### src/rtl/bias_buffer_loader_if.sv
// Bias-load bus: configuration, DDR read FIFO side, bias buffer bank side and status.
// The loader takes the master side. The environment (FIFO, banks, host) takes the slave side.
interface bias_buffer_loader_if #(
    parameter int DATA_LEN = 64,
    parameter int ADDR_LEN = 9,
    parameter int NUM_BANK = 2,
    parameter int CNT_LEN  = 16
);
    logic                conf;
    logic [CNT_LEN-1:0]  bias_num;
    logic [ADDR_LEN-1:0] bb_st_addr;
    logic                mode;
    logic                abort;
    logic                ddr_fifo_empty;
    logic                ddr_fifo_req;
    logic [DATA_LEN-1:0] ddr_fifo_data;
    logic [NUM_BANK-1:0] bb_wea;
    logic [ADDR_LEN-1:0] bb_addr;
    logic [DATA_LEN-1:0] bb_data;
    logic                busy;
    logic                done;
    logic [CNT_LEN-1:0]  wr_count;

    modport master (
        input  conf, bias_num, bb_st_addr, mode, abort, ddr_fifo_empty, ddr_fifo_data,
        output ddr_fifo_req, bb_wea, bb_addr, bb_data, busy, done, wr_count
    );

    modport slave (
        output conf, bias_num, bb_st_addr, mode, abort, ddr_fifo_empty, ddr_fifo_data,
        input  ddr_fifo_req, bb_wea, bb_addr, bb_data, busy, done, wr_count
    );
endinterface

### src/rtl/bias_buffer_loader.sv
// Bias buffer loader: reads a programmed number of bias words from the DDR read FIFO
// and writes them into NUM_BANK bias buffer banks. Words are either striped across the
// banks or broadcast to all banks. Addresses wrap modulo the buffer depth.
// Pipeline: a FIFO request in cycle t returns data in t+1. That data is registered
// straight into the bank write port, so the write appears in t+2.
module bias_buffer_loader #(
    parameter int DATA_LEN = 64,
    parameter int ADDR_LEN = 9,
    parameter int NUM_BANK = 2,
    parameter int CNT_LEN  = 16
) (
    input  logic                  clk,
    input  logic                  rst,
    bias_buffer_loader_if.master  bus
);
    localparam int                 BANK_SH   = $clog2(NUM_BANK);
    localparam logic [CNT_LEN-1:0] BANK_MASK = CNT_LEN'(NUM_BANK - 1);
    localparam logic [CNT_LEN-1:0] CNT_ONE   = CNT_LEN'(1);

    typedef enum logic [1:0] {S_IDLE, S_LOAD, S_DRAIN, S_DONE} state_e;

    state_e              state_q, state_d;
    logic [CNT_LEN-1:0]  bias_q, bias_d;        // latched job length
    logic [ADDR_LEN-1:0] st_addr_q, st_addr_d;  // latched start address
    logic                mode_q, mode_d;        // latched stripe/broadcast select
    logic [CNT_LEN-1:0]  issued_q, issued_d;    // FIFO reads issued this job
    logic [CNT_LEN-1:0]  k_q, k_d;              // index of the next word to write
    logic                rd_vld_q, rd_vld_d;    // FIFO data arrives this cycle
    logic [NUM_BANK-1:0] wea_q, wea_d;
    logic [ADDR_LEN-1:0] addr_q, addr_d;
    logic [DATA_LEN-1:0] data_q, data_d;
    logic [CNT_LEN-1:0]  wr_count_q, wr_count_d;
    logic                req;
    logic [NUM_BANK-1:0] onehot;
    logic [CNT_LEN-1:0]  row;

    // Next-state, FIFO request and write-stage datapath.
    always_comb begin
        state_d    = state_q;
        bias_d     = bias_q;
        st_addr_d  = st_addr_q;
        mode_d     = mode_q;
        issued_d   = issued_q;
        k_d        = k_q;
        wea_d      = '0;
        addr_d     = addr_q;
        data_d     = data_q;
        wr_count_d = wr_count_q;
        req        = 1'b0;
        onehot     = NUM_BANK'(1) << (k_q & BANK_MASK);
        row        = mode_q ? k_q : (k_q >> BANK_SH);

        // Returning FIFO word k goes straight to the bank port.
        // Stripe picks one bank and the row within it. Broadcast writes word k at offset k everywhere.
        if (rd_vld_q) begin
            wea_d      = mode_q ? '1 : onehot;
            addr_d     = st_addr_q + ADDR_LEN'(row);
            data_d     = bus.ddr_fifo_data;
            k_d        = k_q + CNT_ONE;
            wr_count_d = wr_count_q + CNT_ONE;
        end

        case (state_q)
            S_IDLE: begin
                if (bus.conf) begin
                    bias_d     = bus.bias_num;
                    st_addr_d  = bus.bb_st_addr;
                    mode_d     = bus.mode;
                    issued_d   = '0;
                    k_d        = '0;
                    wr_count_d = '0;
                    state_d    = (bus.bias_num == '0) ? S_DONE : S_LOAD;
                end
            end
            S_LOAD: begin
                req = !bus.ddr_fifo_empty && (issued_q < bias_q) && !bus.abort;
                if (req) issued_d = issued_q + CNT_ONE;
                if (bus.abort || issued_d == bias_q) state_d = S_DRAIN;
            end
            // Once no read is outstanding, the last word is already leaving the write stage.
            S_DRAIN: if (!rd_vld_q) state_d = S_DONE;
            S_DONE:  state_d = S_IDLE;
            default: state_d = S_IDLE;
        endcase

        rd_vld_d = req;
    end

    // State and datapath registers. Reset drops any in-flight read.
    always_ff @(posedge clk or posedge rst) begin
        if (rst) begin
            state_q    <= S_IDLE;
            bias_q     <= '0;
            st_addr_q  <= '0;
            mode_q     <= 1'b0;
            issued_q   <= '0;
            k_q        <= '0;
            rd_vld_q   <= 1'b0;
            wea_q      <= '0;
            addr_q     <= '0;
            data_q     <= '0;
            wr_count_q <= '0;
        end else begin
            state_q    <= state_d;
            bias_q     <= bias_d;
            st_addr_q  <= st_addr_d;
            mode_q     <= mode_d;
            issued_q   <= issued_d;
            k_q        <= k_d;
            rd_vld_q   <= rd_vld_d;
            wea_q      <= wea_d;
            addr_q     <= addr_d;
            data_q     <= data_d;
            wr_count_q <= wr_count_d;
        end
    end

    assign bus.ddr_fifo_req = req;
    assign bus.bb_wea       = wea_q;
    assign bus.bb_addr      = addr_q;
    assign bus.bb_data      = data_q;
    assign bus.busy         = (state_q != S_IDLE);
    assign bus.done         = (state_q == S_DONE);
    assign bus.wr_count     = wr_count_q;
endmodule

### src/flat_wrapper.sv
// flat-port wrapper written by rule: the top's interface ports become plain ports
module bias_buffer_loader_flat 
#(
    parameter int DATA_LEN = 64,
    parameter int ADDR_LEN = 9,
    parameter int NUM_BANK = 2,
    parameter int CNT_LEN  = 16
)
  (clk, rst, bus_conf, bus_bias_num, bus_bb_st_addr, bus_mode, bus_abort, bus_ddr_fifo_empty, bus_ddr_fifo_data, bus_ddr_fifo_req, bus_bb_wea, bus_bb_addr, bus_bb_data, bus_busy, bus_done, bus_wr_count);
  bias_buffer_loader_if #(.DATA_LEN(DATA_LEN), .ADDR_LEN(ADDR_LEN), .NUM_BANK(NUM_BANK), .CNT_LEN(CNT_LEN)) bus_i ();
  input  logic clk;
  input  logic rst;
  input wire logic [$bits(bus_i.conf)-1:0] bus_conf;
  input wire logic [$bits(bus_i.bias_num)-1:0] bus_bias_num;
  input wire logic [$bits(bus_i.bb_st_addr)-1:0] bus_bb_st_addr;
  input wire logic [$bits(bus_i.mode)-1:0] bus_mode;
  input wire logic [$bits(bus_i.abort)-1:0] bus_abort;
  input wire logic [$bits(bus_i.ddr_fifo_empty)-1:0] bus_ddr_fifo_empty;
  input wire logic [$bits(bus_i.ddr_fifo_data)-1:0] bus_ddr_fifo_data;
  output wire logic [$bits(bus_i.ddr_fifo_req)-1:0] bus_ddr_fifo_req;
  output wire logic [$bits(bus_i.bb_wea)-1:0] bus_bb_wea;
  output wire logic [$bits(bus_i.bb_addr)-1:0] bus_bb_addr;
  output wire logic [$bits(bus_i.bb_data)-1:0] bus_bb_data;
  output wire logic [$bits(bus_i.busy)-1:0] bus_busy;
  output wire logic [$bits(bus_i.done)-1:0] bus_done;
  output wire logic [$bits(bus_i.wr_count)-1:0] bus_wr_count;
  assign bus_i.conf = bus_conf;
  assign bus_i.bias_num = bus_bias_num;
  assign bus_i.bb_st_addr = bus_bb_st_addr;
  assign bus_i.mode = bus_mode;
  assign bus_i.abort = bus_abort;
  assign bus_i.ddr_fifo_empty = bus_ddr_fifo_empty;
  assign bus_i.ddr_fifo_data = bus_ddr_fifo_data;
  assign bus_ddr_fifo_req = bus_i.ddr_fifo_req;
  assign bus_bb_wea = bus_i.bb_wea;
  assign bus_bb_addr = bus_i.bb_addr;
  assign bus_bb_data = bus_i.bb_data;
  assign bus_busy = bus_i.busy;
  assign bus_done = bus_i.done;
  assign bus_wr_count = bus_i.wr_count;
  bias_buffer_loader #(.DATA_LEN(DATA_LEN), .ADDR_LEN(ADDR_LEN), .NUM_BANK(NUM_BANK), .CNT_LEN(CNT_LEN)) u_core (.clk(clk), .rst(rst), .bus(bus_i));
endmodule
### config.mk
export PLATFORM = sky130hd
export DESIGN_NAME = bias_buffer_loader_flat
export DESIGN_NICKNAME = d
export VERILOG_FILES = /design/src/rtl/bias_buffer_loader_if.sv /design/src/rtl/bias_buffer_loader.sv /design/src/flat_wrapper.sv
export SDC_FILE = /design/constraint.sdc
export NUM_CORES = 1
export LEC_CHECK = 0
export CAP_MARGIN = 5
export CORE_MARGIN = 3
export CORE_UTILIZATION = 45
export CTS_BUF_LIST = sky130_fd_sc_hd__clkbuf_16
export DETAILED_ROUTE_END_ITERATION = 12
export PLACE_DENSITY = 0.74
export REMOVE_ABC_BUFFERS = 1
export SYNTH_ARGS = -nofsm -noshare
export SYNTH_HDL_FRONTEND = slang
export SYNTH_SLANG_ARGS = --single-unit
export TNS_END_PERCENT = 50
### constraint.sdc
create_clock -name clk -period 9.3 [get_ports clk]
set_clock_uncertainty 0.15 [all_clocks]
set_input_delay 0.93 -clock clk [delete_from_list [all_inputs] [get_ports clk]]
set_output_delay 0.93 -clock clk [all_outputs]
set_load 0.02 [all_outputs]
==> impl_metrics.tcl, run 1 <==
set metrics [dict create \
    num-nets-final 1011 \
    numCtsBuffers 17 \
    drc 0 \
    antenna_left 0 \
    track_usage 0.222 \
    clkLatencyLatePin_ns 0.42 \
    dp_slack_ns 5.08 \
    std_cell_rows 46 \
    synth_seq_area_share 0.482 \
    layout_min_cycle_time_ns 4.45 \
    cp_max_fo 9 \
    p_per_area_mw_per_mm2 296 \
    grt.overflow.total 0 \
    clock_tree.root_cell "clkbuf_16" \
    cts_buffer_depth 2 \
    ys_types 62 \
    required_ns 8.22 \
    vias 6095 \
    routabilityCongestion 0.935 \
    die_x_um 136 \
    relSlewSlack 0.153 \
    dieArea_mm2 0.0184 \
    final_cell_mix "188 x clkdlybuf4s50_1, 145 x dfrtp_1, 87 x mux2_2" \
    syn_to_final_growth_pct 34.3 \
    drive_gt1_frac 0.147 \
    async_reset_ff_frac 1.00 \
    post_drt_wl_per_cell_um 18.1 \
    end_kind "primary output" \
    cts_tree "yes" \
    start_util 0.469 \
    grt_pass1_vias 6203 \
    viasPerCell 5.47 \
    p_leak_nw 4.35 \
    slowest_stage "clkdlybuf4s50_1" \
    slowest_delay_ns 0.56 \
    clkSinkCount 146 \
    antenna_found_initial 2 \
    clk_pin_slew_ns 0.06 \
    grt_max_degree 78 \
    grt_setup_unrepaired "no" \
    arrival_ns 3.37 \
    crit_chain "ha_1, nand4_1, nor3_1, and3_1, nor3_4, and2_1, clkdlybuf4s50_1" \
    hold_viol 0 \
    crit_type "reg2out" \
    antennaDiodeCount 0 \
    yosys_register_bits 146 \
    h-tree-depth 4 \
    outcome "finished, final reports clean" \
    postCtsHoldBufs 0 \
    setup_violations 0 \
    setup_ws_ns 4.85 \
    avgSynthCellArea_um2 10.7 \
    drt_iter0_drc 461 \
    cap_violations 0 \
    synth_enable_flop_cells 0 \
    fin_crit_sh 0.478 \
    ctsResizeCount 0 \
    fin_setup_tns_ns 0 \
    cts_setup_buffers 0 \
    dp_hpwl_mm 14.7 \
    wl_met2_mm 9.90 \
    met1_length_mm 7.95 \
    wl_met3_mm 1.81 \
    yosysWarnings 0 \
    cp-start-kind "register" \
    core_area_mm2 0.0162 \
    holdCritPathClass "reg2reg" \
    num_io_pins 189 \
    drt-total-wl_mm 20.2 \
    syn_area_mm2 0.00758 \
    die_y_um 136 \
    max_freq_mhz 225 \
    final_common_cell "clkdlybuf4s50_1" \
    synth_cells 708 \
    grt_pass1_wl_mm 32.1 \
    top_layer "met5" \
    n_fill_cell 1336 \
    dominantRegCellSynth "dfrtp_1" \
    ir_worst_vdd_v 0.000206 \
    firstDrtPassIters 7 \
    numPortBuffers 188 \
    slew_viol_final 0 \
    tightest_slew_ns 1.27 \
]
-- cell families after synthesis --
group	Yosys count	synth area share
and+or+nand+nor	215	0.145
muxes	92	0.136
DFF	146	0.482
buffers and inverters	66	0.0350
xor gates and xnor gates	45	0.0520
AOI/OAI and AO/OA	113	0.0984
adders and majority gates	31	0.0521
-- worst max-delay path: cells and delay by family, from the launching register on --
kind / cells / cell delay [ns]
simple gates: 5 / 1.55
buf+inv: 1 / 0.56
flops: 1 / 0.47
fa+ha+maj: 1 / 0.36
-- report_power, final --
part	internal [mW]	switching [mW]
logic	0.651	0.683
registers	0.869	0.160
clock network	0.371	0.284
-- flip-flops by register name, summed over array words and instances, names as in the netlist --
name,cells
u_core.mode_q,1
u_core.bus.wr_count,16
u_core.bus.bb_addr,9
u_core.bus.bb_data,64
u_core.bias_q,16
u_core.k_q,10
u_core.bus.bb_wea,2
u_core.issued_q,16
u_core.rd_vld_q,1
u_core.state_q,2
u_core.st_addr_q,9
-- worst paths after layout --
check	endpoint	slack [ns]	depth (start not counted)	startpoint
worst max-delay path	bus_ddr_fifo_req	4.85	7	u_core.issued_q[13]
worst min-delay path	u_core.bus.bb_addr[1]	0.35	2	u_core.bus.bb_addr[1]
worst max register to register	u_core.state_q[1]	5.60	10	u_core.issued_q[7]
worst min register to register	u_core.bus.bb_addr[1]	0.35	2	u_core.bus.bb_addr[1]
max in group asynchronous	u_core.bus.wr_count[14]	6.72	3	rst
min in group asynchronous	u_core.bus.bb_data[60]	0.83	2	rst
-- cell type report --
cell class / instances / area [um2] / area share
well taps: 216 / 270 / 0.0265
inverters: 33 / 129 / 0.0127
flip-flops and latches: 146 / 3660 / 0.359
repair buffers: 191 / 1900 / 0.187
clock buffers: 17 / 425 / 0.0418
multi-input cells: 496 / 3660 / 0.360
clock inverters: 15 / 134 / 0.0131
-- through the flow --
stage / std cells / power [mW] / cell area [um2] / hold slack (ns) / util
floorplan: 675 / 1.79 / 7440 / 0.338 / -
global placement: 1082 / 2.35 / 9630 / 0.313 / 0.595
detailed placement: 1082 / 2.37 / 9630 / 0.338 / 0.595
CTS: 1114 / 3.04 / 10200 / 0.354 / 0.630
global route: 1114 / 3.20 / 10200 / 0.364 / 0.630
finish: 1114 / 3.02 / 10200 / 0.346 / 0.630
-- per-layer routing --
| metal | vias to the layer above | track usage |
|---|---|---|
| li1 | 2885 | - |
| met1 | 2954 | 0.267 |
| met2 | 211 | 0.367 |
| met3 | 41 | 0.0821 |
| met4 | 4 | 0.0761 |
| met5 | - | 0 |
-- cell usage after synthesis, drive strengths merged, types with 10 or more instances --
cell type  instances  area, um2
nand3             23        115
clkbuf            28        105
nand2             49        184
a31oi             10       62.6
nor2              58        218
a21oi             17       85.1
ha                30        375
dfrtp            146       3650
mux2              87        980
and3              15       93.8
xor2              26        228
inv               33        124
xnor2             19        166
o21ai             46        234
nand4             18        113
nor3              10       61.3
(Power assumes the default switching activity.)
==> inputs of run 2 (changes only) <==
==> constraint.sdc (replaced) <==
create_clock -name clk -period 4.6 [get_ports clk]
set_clock_uncertainty 0.15 [all_clocks]
set_input_delay 0.46 -clock clk [delete_from_list [all_inputs] [get_ports clk]]
set_output_delay 0.46 -clock clk [all_outputs]
set_load 0.02 [all_outputs]
==> impl_metrics.tcl, run 2 (synthesis gave the netlist of run 1 again) <==
set metrics [dict create \
    dieArea_mm2 0.0184 \
    swShare 0.379 \
    cts_tree "yes" \
    grt_max_degree 98 \
    relSlewSlack 0.277 \
    cap_violations 0 \
    clkSinkCount 146 \
    antennaDiodeCount 0 \
    slew_viol_final 0 \
    p_leak_nw 4.34 \
    syn_to_final_growth_pct 34.3 \
    end_kind "primary output" \
    largest_register_ffs 64 \
    numPortBuffers 188 \
    num_io_pins 189 \
    numCtsBuffers 17 \
    dp_slack_ns 1.06 \
    antenna_found_initial 1 \
    ir_worst_vdd_v 0.000426 \
    die_y_um 136 \
    h-tree-depth 4 \
    drive_gt1_frac 0.152 \
    die_x_um 136 \
    post-route-util 0.630 \
    clk_pin_slew_ns 0.07 \
    fin_crit_sh 0.847 \
    start_util 0.469 \
    min_path_cells 2 \
    setup_violations 0 \
    intPower_mw 3.78 \
    firstDrtPassIters 5 \
    core_area_mm2 0.0162 \
    cp_max_fo 9 \
    p_per_area_mw_per_mm2 597 \
    drt_iter0_drc 523 \
    postCtsHoldBufs 0 \
    pwr-share-clk 0.214 \
    crit_type "reg2out" \
    clkLatencyLatePin_ns 0.43 \
    cts_buffer_depth 2 \
    hold_viol 0 \
    setup_ws_ns 0.703 \
    stdcell_area_mm2 0.0102 \
    antenna_left 0 \
    track_usage 0.224 \
    holdCritPathClass "reg2reg" \
    fin_setup_tns_ns 0 \
    placed_cell_area_mm2 0.00964 \
    viasPerCell 5.48 \
    dp_hpwl_mm 14.7 \
    cts_setup_buffers 0 \
    layout_min_cycle_time_ns 3.90 \
    p_comb_frac 0.439 \
    grt_pass1_wl_mm 32.3 \
    ctsResizeCount 0 \
    post_drt_wl_per_cell_um 18.0 \
    switchingPower_mw 2.30 \
    grt_setup_unrepaired "no" \
    clock_tree.root_cell "clkbuf_16" \
    required_ns 3.99 \
    drc 0 \
    max_freq_mhz 257 \
    grt.overflow.total 0 \
    routabilityCongestion 0.949 \
    final_common_cell "clkdlybuf4s50_1" \
    cp-start-kind "register" \
    drt-total-wl_mm 20.0 \
    num-nets-final 1013 \
    multi_input_area_mm2 0.00366 \
    n_fill_cell 1314 \
    seq_area_mm2 0.00366 \
    arrival_ns 3.29 \
    grt_pass1_vias 6166 \
    final_cell_mix "188 x clkdlybuf4s50_1, 145 x dfrtp_1, 87 x mux2_2" \
    p_seq_frac 0.347 \
    outcome "finished, final reports clean" \
    tightest_slew_ns 1.08 \
    vias 6121 \
    std_cell_rows 46 \
    reg2regPathDepth 10 \
]
-- run 2: changes by cell type in the layout (fill, tap and decap cells not counted) --
| cell | change |
|---|---|
| clkinv_4 | -4 |
| inv_6 | +4 |
| clkinv_1 | -3 |
| clkinvlp_4 | +3 |
| buf_4 | +2 |
| bufinv_16 | -1 |
| clkinv_2 | +1 |
-- run 2: routing by layer --
metal  wire length [um]  global-route usage  vias up  share of wire
met3               1780              0.0884       31          0.089
met4                302              0.0577        2          0.015
met5                 13                   0        -        0.00065
met1               8130               0.278     2967           0.41
met2               9810               0.367      230           0.49
li1                   -                   -     2891              -
-- run 2: power groups by stage --
stage	Sequential (mW)	Combinational, mW	Clock, mW
finish	2.11	2.67	1.30
global route	2.19	2.89	1.39
CTS	2.12	2.69	1.33
detailed placement	2.13	2.67	0
global placement	2.11	2.66	0
floorplan	2.48	1.14	0
-- run 2: worst max-delay path, cell delays in order (launching register included) --
cell	delay, ns
dfrtp_1	0.45
ha_1	0.35
a21oi_1	0.14
o21ai_0	0.17
a22o_1	0.43
nor3_4	0.44
and2_1	0.23
clkdlybuf4s50_1	0.65
-- run 2: metrics by stage --
stage          instances  power, mW  hold slack, ns
2_1_floorplan        675       3.62           0.338
3_5_place_dp        1084       4.81           0.339
6_report            1116       6.09           0.353
5_1_grt             1116       6.47           0.371
3_3_place_gp        1084       4.77           0.313
4_1_cts             1116       6.14           0.359
-- run 2: layout make-up --
| type | count | share of cell area |
|---|---|---|
| Clock buffer | 17 | 0.0418 |
| Clock inverter | 15 | 0.0118 |
| Inverter | 33 | 0.0127 |
| Multi-Input combinational cell | 496 | 0.360 |
| Sequential cell | 146 | 0.359 |
| Tap cell | 216 | 0.0265 |
| Timing Repair Buffer | 193 | 0.188 |
-- run 2: final timing paths --
kind                                  startpoint                      to  slack, ns
min in group asynchronous                    rst  u_core.bus.bb_data[52]       0.45
min reg2reg                u_core.bus.bb_addr[1]   u_core.bus.bb_addr[1]       0.35
max                          u_core.issued_q[11]        bus_ddr_fifo_req       0.70
max in group asynchronous                    rst  u_core.bus.bb_data[40]       2.94
max reg2reg                  u_core.issued_q[13]       u_core.state_q[1]       1.06
min                        u_core.bus.bb_addr[1]   u_core.bus.bb_addr[1]       0.35
==> inputs of run 3 (changes only) <==
--- a/config.mk
+++ b/config.mk
@@ -10,7 +10,7 @@
 export CORE_UTILIZATION = 45
 export CTS_BUF_LIST = sky130_fd_sc_hd__clkbuf_16
 export DETAILED_ROUTE_END_ITERATION = 12
-export PLACE_DENSITY = 0.74
+export PLACE_DENSITY = 0.77
 export REMOVE_ABC_BUFFERS = 1
 export SYNTH_ARGS = -nofsm -noshare
 export SYNTH_HDL_FRONTEND = slang
==> constraint.sdc (replaced) <==
create_clock -name clk -period 3.3 [get_ports clk]
set_clock_uncertainty 0.15 [all_clocks]
set_input_delay 0.33 -clock clk [delete_from_list [all_inputs] [get_ports clk]]
set_output_delay 0.33 -clock clk [all_outputs]
set_load 0.02 [all_outputs]
==> impl_metrics.tcl, run 3 (synthesis gave the netlist of run 1 again) <==
set metrics [dict create \
    dieArea_mm2 0.0184 \
    clock_tree.root_cell "clkbuf_16" \
    num_io_pins 189 \
    place_inst 1122 \
    cp_max_fo 5 \
    instances_no_fill 1157 \
    crit_type "reg2reg" \
    drive_gt1_frac 0.199 \
    syn_to_final_growth_pct 39.8 \
    fin_crit_sh 0.924 \
    multi_input_area_mm2 0.00372 \
    std_cell_rows 46 \
    vias 6240 \
    antenna_found_initial 0 \
    core_area_mm2 0.0162 \
    holdCritPathClass "in2async" \
    viasPerCell 5.39 \
    clk_pin_slew_ns 0.06 \
    drt-total-wl_mm 21.2 \
    firstDrtPassIters 5 \
    arrival_ns 3.20 \
    numPortBuffers 188 \
    n_fill_cell 1265 \
    numCtsBuffers 17 \
    slew_viol_final 0 \
    grt_pass1_wl_mm 33.8 \
    required_ns 3.45 \
    clkLatencyLatePin_ns 0.43 \
    num-nets-final 1053 \
    hold_ws_ns 0.176 \
    cp-start-kind "register" \
    antenna_left 0 \
    drc 0 \
    cts_tree "yes" \
    h-tree-depth 4 \
    track_usage 0.236 \
    outcome "finished, final reports clean" \
    largest_register_ffs 64 \
    max_freq_mhz 328 \
    drt_iter0_drc 418 \
    seq_area_mm2 0.00366 \
    final_cell_mix "187 x clkdlybuf4s50_1, 145 x dfrtp_1, 87 x mux2_2" \
    die_x_um 136 \
    relSlewSlack 0.438 \
    end_kind "register" \
    p_per_area_mw_per_mm2 822 \
    start_util 0.469 \
    dp_hpwl_mm 15.9 \
    final_common_cell "clkdlybuf4s50_1" \
    grt.overflow.total 0 \
    routabilityCongestion 0.946 \
    tightest_slew_ns 0.842 \
    post_drt_wl_per_cell_um 18.3 \
    setup_violations 0 \
    hold_viol 0 \
    layout_min_cycle_time_ns 3.05 \
    grt_pass1_vias 6619 \
    post-route-util 0.655 \
    die_y_um 136 \
    ir_worst_vdd_v 0.000590 \
    clkSinkCount 146 \
    cts_buffer_depth 2 \
    cap_violations 0 \
    p_leak_nw 4.59 \
    grt_max_degree 59 \
    reg2regPathDepth 13 \
]
run 3: area by class of cell:
| class | count | share of cell area |
|---|---|---|
| Antenna cell | 1 | 0.000236 |
| Clock buffer | 17 | 0.0401 |
| Clock inverter | 15 | 0.0139 |
| Inverter | 33 | 0.0122 |
| Multi-Input combinational cell | 496 | 0.351 |
| Sequential cell | 146 | 0.345 |
| Tap cell | 216 | 0.0255 |
| Timing Repair Buffer | 233 | 0.212 |
run 3: power breakdown:
group	total [mW]	internal, mW	switching, mW
logic	3.93	1.93	2.00
registers	2.89	2.45	0.438
clock network	1.90	1.06	0.840
total	8.71	5.44	3.28
run 3: path summary, 6_finish.rpt:
| kind | slack [ns] | end | startpoint |
|---|---|---|---|
| worst min register to register | 0.34 | u_core.bus.bb_addr[4] | u_core.bus.bb_addr[4] |
| worst max-delay path | 0.25 | u_core.state_q[1] | u_core.issued_q[14] |
| max in group asynchronous | 2.13 | u_core.st_addr_q[2] | rst |
| worst max register to register | 0.25 | u_core.state_q[1] | u_core.issued_q[14] |
| min in group clk | 0.30 | u_core.st_addr_q[1] | bus_bb_st_addr[1] |
| worst min-delay path | 0.18 | u_core.bus.bb_data[35] | rst |
run 3: routing by layer:
| metal | vias up | GRT usage | routed length, um |
|---|---|---|---|
| met5 | - | 0 | 0 |
| met4 | 0 | 0.0817 | 544 |
| met3 | 39 | 0.101 | 2050 |
| met2 | 238 | 0.395 | 10400 |
| met1 | 2992 | 0.271 | 8260 |
| li1 | 2971 | - | - |
run 3: metrics by stage:
step	total power, mW	setup slack (ns)	area [um2]	setup TNS, ns
after floorplan	5.04	-1.10	7440	-161.04
after global placement	6.73	0.148	9960	0
after CTS	8.74	0.0500	10500	0
after detailed placement	6.80	0.120	9960	0
final	8.71	0.252	10600	0
after global routing	9.23	-0.0443	10600	-0.0474
run 3: timing repair:
action / CTS / global route
setup endpoints to repair: 1 / 3
hold endpoints to repair: 0 / 0
hold buffers: 0 / 0
resized for setup: 1 / 12
pin swaps: 1 / 6
setup buffers: 1 / 1
cloned: 0 / 0
run 3: critical path, stage by stage (launching register included):
cell and delay (ns):
dfrtp_1 0.43, ha_1 0.35, nand4_1 0.16, nor3_2 0.22, buf_4 0.16, a31oi_1 0.09, buf_4 0.15, nand2_1 0.11
buf_4 0.14, o21ai_0 0.10, a311oi_2 0.25, nand4_1 0.15, o41ai_2 0.34, a31oi_1 0.12
